File: config.mk
export PLATFORM = sky130hd
export DESIGN_NAME = comment_strip
export DESIGN_NICKNAME = d
export VERILOG_FILES = /design/src/rtl/comment_strip.sv
export SDC_FILE = /design/constraint.sdc
export NUM_CORES = 1
export LEC_CHECK = 0
export ABC_AREA = 1
export ABC_CLOCK_PERIOD_IN_PS = 6150
export BUFFER_PORTS_ARGS = -buffer_cell sky130_fd_sc_hd__buf_2
export CORE_ASPECT_RATIO = 1.75
export CORE_MARGIN = 5
export CORE_UTILIZATION = 50
export CTS_BUF_LIST = sky130_fd_sc_hd__clkbuf_4
export DETAILED_ROUTE_END_ITERATION = 16
export GPL_TIMING_DRIVEN = 1
export PLACE_DENSITY = 0.79
export RECOVER_POWER = 25
export SETUP_SLACK_MARGIN = 0.1
export SKIP_LAST_GASP = 1
export SYNTH_ARGS = -nofsm -noshare
export SYNTH_HDL_FRONTEND = slang
export SYNTH_SLANG_ARGS = --single-unit
export TNS_END_PERCENT = 5
File: constraint.sdc
create_clock -name clk -period 6.15 [get_ports clk]
set_input_delay 1.23 -clock clk [delete_from_list [all_inputs] [get_ports clk]]
set_output_delay 1.23 -clock clk [all_outputs]
set_load 0.05 [all_outputs]
File: src/rtl/comment_strip.sv
// Character-stream preprocessor: strips C line and block comments, optionally
// maps CR/LF to space, and emits the cleaned stream through a 2-entry queue.
module comment_strip #(
   parameter bit NORM_WS = 1'b1
) (
   input  logic       clk,
   input  logic       reset,
   input  logic [7:0] in,
   input  logic       in_valid,
   output logic [7:0] out,
   output logic       out_valid,
   output logic       in_comment
);

   localparam int unsigned CHAR_W = 8;
   localparam int unsigned CNT_W  = 2;
   localparam int unsigned VCNT_W = 3;

   localparam logic [CHAR_W-1:0] CH_SLASH = 8'h2F;
   localparam logic [CHAR_W-1:0] CH_STAR  = 8'h2A;
   localparam logic [CHAR_W-1:0] CH_LF    = 8'h0A;
   localparam logic [CHAR_W-1:0] CH_CR    = 8'h0D;
   localparam logic [CHAR_W-1:0] CH_SP    = 8'h20;

   typedef enum logic [2:0] {
      NORMAL,
      SLASH,
      LINE,
      BLOCK,
      BLOCK_STAR
   } state_t;

   state_t                 state_q, state_d;
   logic [1:0][CHAR_W-1:0] q_data_q, q_data_d;
   logic [CNT_W-1:0]       q_cnt_q, q_cnt_d;
   logic [CHAR_W-1:0]      out_d;
   logic                   out_valid_d;
   logic                   in_comment_d;

   logic [CNT_W-1:0]       push_cnt;
   logic [CHAR_W-1:0]      push_a, push_b;
   logic [2:0][CHAR_W-1:0] v;
   logic [VCNT_W-1:0]      v_cnt;
   logic [VCNT_W-1:0]      v_rem;

   function automatic logic [CHAR_W-1:0] ws_map(input logic [CHAR_W-1:0] c);
      if (NORM_WS && (c == CH_LF || c == CH_CR)) return CH_SP;
      return c;
   endfunction

   // State, queue and output registers.
   always_ff @(posedge clk) begin
      if (!reset) begin
         state_q    <= NORMAL;
         q_data_q   <= '0;
         q_cnt_q    <= '0;
         out        <= '0;
         out_valid  <= 1'b0;
         in_comment <= 1'b0;
      end else begin
         state_q    <= state_d;
         q_data_q   <= q_data_d;
         q_cnt_q    <= q_cnt_d;
         out        <= out_d;
         out_valid  <= out_valid_d;
         in_comment <= in_comment_d;
      end
   end

   // Next state and characters pushed for the accepted input.
   always_comb begin
      state_d  = state_q;
      push_cnt = '0;
      push_a   = '0;
      push_b   = '0;
      if (in_valid) begin
         case (state_q)
            NORMAL: begin
               if (in == CH_SLASH) begin
                  state_d = SLASH;
               end else begin
                  push_cnt = CNT_W'(1);
                  push_a   = ws_map(in);
               end
            end
            SLASH: begin
               if (in == CH_SLASH) begin
                  state_d = LINE;
               end else if (in == CH_STAR) begin
                  state_d = BLOCK;
               end else begin
                  // The held '/' was not a comment opener: release it first.
                  push_cnt = CNT_W'(2);
                  push_a   = CH_SLASH;
                  push_b   = ws_map(in);
                  state_d  = NORMAL;
               end
            end
            LINE: begin
               if (in == CH_LF) begin
                  state_d  = NORMAL;
                  push_cnt = CNT_W'(1);
                  push_a   = ws_map(CH_LF);
               end
            end
            BLOCK: begin
               if (in == CH_STAR) state_d = BLOCK_STAR;
            end
            BLOCK_STAR: begin
               if (in == CH_SLASH) begin
                  state_d  = NORMAL;
                  push_cnt = CNT_W'(1);
                  push_a   = CH_SP;
               end else if (in != CH_STAR) begin
                  state_d = BLOCK;
               end
            end
            default: state_d = NORMAL;
         endcase
      end
   end

   // Queue contents followed by this cycle's pushes; the head goes to out.
   always_comb begin
      v     = '0;
      v_cnt = VCNT_W'(q_cnt_q) + VCNT_W'(push_cnt);
      case (q_cnt_q)
         CNT_W'(0): begin
            v[0] = push_a;
            v[1] = push_b;
         end
         CNT_W'(1): begin
            v[0] = q_data_q[0];
            v[1] = push_a;
            v[2] = push_b;
         end
         default: begin
            v[0] = q_data_q[0];
            v[1] = q_data_q[1];
            v[2] = push_a;
         end
      endcase

      out_valid_d = (v_cnt != '0);
      out_d       = out_valid_d ? v[0] : '0;
      q_data_d[0] = v[1];
      q_data_d[1] = v[2];
      v_rem       = out_valid_d ? (v_cnt - VCNT_W'(1)) : '0;
      q_cnt_d     = (v_rem > VCNT_W'(2)) ? CNT_W'(2) : CNT_W'(v_rem);

      in_comment_d = (state_d == LINE) || (state_d == BLOCK) ||
                     (state_d == BLOCK_STAR);
   end

endmodule
==> metrics.md <==
| Metric | Value |
|---|---|
| R2R depth | 15 |
| Share of the synthesized area in the top cell type | 0.365 |
| DR WL/cell | 12.0 um |
| Worst slew pin tran | 1.05 ns |
| Fmax achieved | 264 MHz |
| Family with the most delay on the worst path | adder cells |
| ANT cells | 0 |
| Port buffer count | 20 |
| Gpl congestion | 0.926 |
| First-pass GRT wire length | 7010 um |
| Post-route insts no fill | 326 |
| CP dominant cell by count | ha_1 |
| Worst R2R End | q_cnt_q[0]$_SDFF_PP0_ |
| CORE AREA | 0.00333 mm^2 |
| Final Cycle Share | 0.616 |
| HP Class | reg2reg |
| Clock skew | 0.00620 ns |
| VDD IR max | 199 uV |
| Fin Hold WS | 0.472 ns |
| Mapped cell area | 0.00170 mm^2 |
| Sequential area share after synthesis | 0.365 |
| CP max FO | 6 |
| Remaining DRCs | 0 |
| Gr ovfl total | 0 |
| Max-slew headroom | 0.299 |
| Synth unique cells | 25 |
| Post-CTS Resized | 0 |
| Critical Path End Type | flop |
| Register bit total from synthesis | 31 |
| Row count | 28 |
| Number of global-route vias before repair | 1604 |
| FF-to-FF Start | state_q[1]$_SDFF_PN0_ |
| Worst R2R Setup Slack | 3.07 ns |
| RSZ-0062 raised after global routing | no |
| Sink Count | 31 |
| Final min period | 3.79 ns |
| Leading area contributor after synthesis | dfxtp_1 |
| Cell count after synthesis | 260 |
| Mapped Nets | 278 |
| Final ANT Viol Nets | 0 |
| Layout cells sized above 1 | 0.135 |
| Hold path start | q_data_q[12]$_SDFF_PN0_ |
| TritonCTS clock tree | yes |
| Status | finished, final reports clean |
| Critical Path, Cell by Cell | clkbuf_1 > inv_2 > nand2_1 > nor2_2 > nand2_2 > nand2_1 > nor2_2 > inv_2 > o21ai_0 > ha_1 > fa_1 > inv_1 > ha_1 > ha_1 > nor2_1 > inv_1 > nor4_1 |
| Required time worst endpoint | 6.39 ns |
| Setup TNS Final | 0 ns |
| WL final | 3900 um |
| Number of hold buffers added after CTS | 0 |
| Lkg Pwr | 0.905 nW |
| Syn-to-layout area delta | 11.5% |
| Post-synthesis average cell area | 6.54 um^2 |
| Maximum number of pins on one net before global-route repair | 21 |
| Setup WS post-layout | 2.36 ns |
| Final hold violations | 0 |
| Starting Density | 0.511 |
| Vias per cell | 5.00 |
| Crit start category | input pin |
| YS warnings | 0 |
| DP Worst Slack | 2.02 ns |
| DR iter-0 viols | 48 |
| Die Area | 0.00472 mm^2 |
| Worst EP arrival | 4.03 ns |
| Die X | 54.1 um |
| Hold Crit Depth | 2 |
| Synth area leaders | dfxtp_1 36%, nand2_1 15%, nor2_1 7.7% |
| Fin. max-slew vios | 0 |
| Inst Count DP | 318 |
| Worst path buffer plus inverter count | 5 |
| Clk root buf | clkbuf_4 |
| Total GRT Usage | 0.202 |
| Postcts setup bufs | 0 |
| Initial antenna violation count | 0 |
| Hold EP | q_data_q[4]$_SDFF_PN0_ |
| Die Ht | 87.2 um |
| Io pins | 21 |
| Pwr Density | 363 mW/mm^2 |
| Total CTS buffers | 5 |
| H-tree depth | 2 |
| Crit Path Category | in2reg |
| Bufs on Longest Clock Path | 2 |
| CP max stage cell | fa_1 |
| DP HPWL | 3020 um |
| Critical Path Max Stage Delay | 0.51 ns |
| Worst-Skew Late Latency | 0.33 ns |
| Nets | 298 |
| Pre-antenna DRT Iters | 4 |
| Setup Viol. Count Final | 0 |
| Critical path depth | 17 |
| Count of maximum capacitance violations | 0 |
| Vias post-DR | 1631 |
| Clk slew on worst S/H paths | 0.10 ns |
## area by class of cell
| type | count | area [um^2] |
|---|---|---|
| inverters | 38 | 143 |
| fillers | 349 | 1430 |
| repair buffers | 21 | 97.6 |
| flip-flops and latches | 31 | 621 |
| clock inverters | 3 | 38.8 |
| multi-input cells | 183 | 903 |
| clock buffers | 5 | 37.5 |
| well taps | 45 | 56.3 |
## tightest hold or removal path, delay by kind of cell, from the launching register on
kind / cells / cell delay [ns]
flip-flops: 1 / 0.31
AND/OR/NAND/NOR: 1 / 0.05
AO/OA/AOI/OAI: 1 / 0.07
## registers in the layout, indices dropped and copies added, names as in the netlist
| signal | cells |
|---|---|
| state_q | 3 |
| out | 8 |
| out_valid | 1 |
| q_cnt_q | 2 |
| in_comment | 1 |
| q_data_q | 16 |
## kinds of logic (layout without fill, tap and decap cells)
| family | count (synthesis) | in the layout | synth area share |
|---|---|---|---|
| AOI/OAI and AO/OA | 39 | 39 | 0.126 |
| adders and majority gates | 7 | 7 | 0.0559 |
| buffers and inverters | 46 | 67 | 0.104 |
| DFF | 31 | 31 | 0.365 |
| and+or+nand+nor | 137 | 137 | 0.349 |
## routing by layer
layer	vias to the layer above	wire length, um	share of wire	track usage
met2	36	2140	0.55	0.370
li1	858	-	-	-
met3	13	130	0.033	0.0360
met4	0	150	0.038	0.113
met5	-	0	0	0
met1	724	1480	0.38	0.202
## report_power, final
part / switching, mW / internal (mW)
registers: 0.0271 / 0.234
logic: 0.202 / 0.0703
clock network: 0.0713 / 0.0835
total: 0.301 / 0.388
## synth_stat cells, drive strengths merged
cell type	number
a21oi	21
a31oi	3
buf	3
clkbuf	5
dfxtp	31
fa	1
ha	6
inv	38
nand2	69
nand3	21
nand4	3
nor2	39
nor3	4
nor4	1
o21ai	15
## per-stage QoR
step                power, mW  instance area, um^2  utilization
finish                  0.688                 1900        0.570
CTS                     0.696                 1910        0.573
detailed placement      0.541                 1830        0.550
global placement        0.536                 1830        0.550
global route            0.745                 1900        0.570
floorplan               0.477                 1700            -
## cell usage in the layout, fill, tap and decap left out, drive strengths merged
| cell type | netlist | layout |
|---|---|---|
| nand4 | 3 | 3 |
| clkinv | 0 | 2 |
| a31oi | 3 | 3 |
| fa | 1 | 1 |
| bufinv | 0 | 1 |
| a21oi | 21 | 21 |
| nand3 | 21 | 21 |
| inv | 38 | 38 |
| nor4 | 1 | 1 |
| buf | 3 | 13 |
| ha | 6 | 6 |
| o21ai | 15 | 15 |
| nor3 | 4 | 4 |
| nand2 | 69 | 69 |
| nor2 | 39 | 39 |
| dfxtp | 31 | 31 |
| clkbuf | 5 | 13 |
## worst max-delay path by stage
stage,slack (ns),from,to
final,2.36,in[7],q_cnt_q[0]$_SDFF_PP0_
after detailed placement,2.02,in[6],out[0]$_SDFF_PN0_
after global routing,1.97,in[6],q_cnt_q[0]$_SDFF_PP0_
after CTS,2.37,in[6],q_cnt_q[0]$_SDFF_PP0_
after global placement,2.17,in[6],q_cnt_q[0]$_SDFF_PP0_
after floorplan,2.51,in[6],q_cnt_q[0]$_SDFF_PP0_
(Power assumes the default switching activity.)
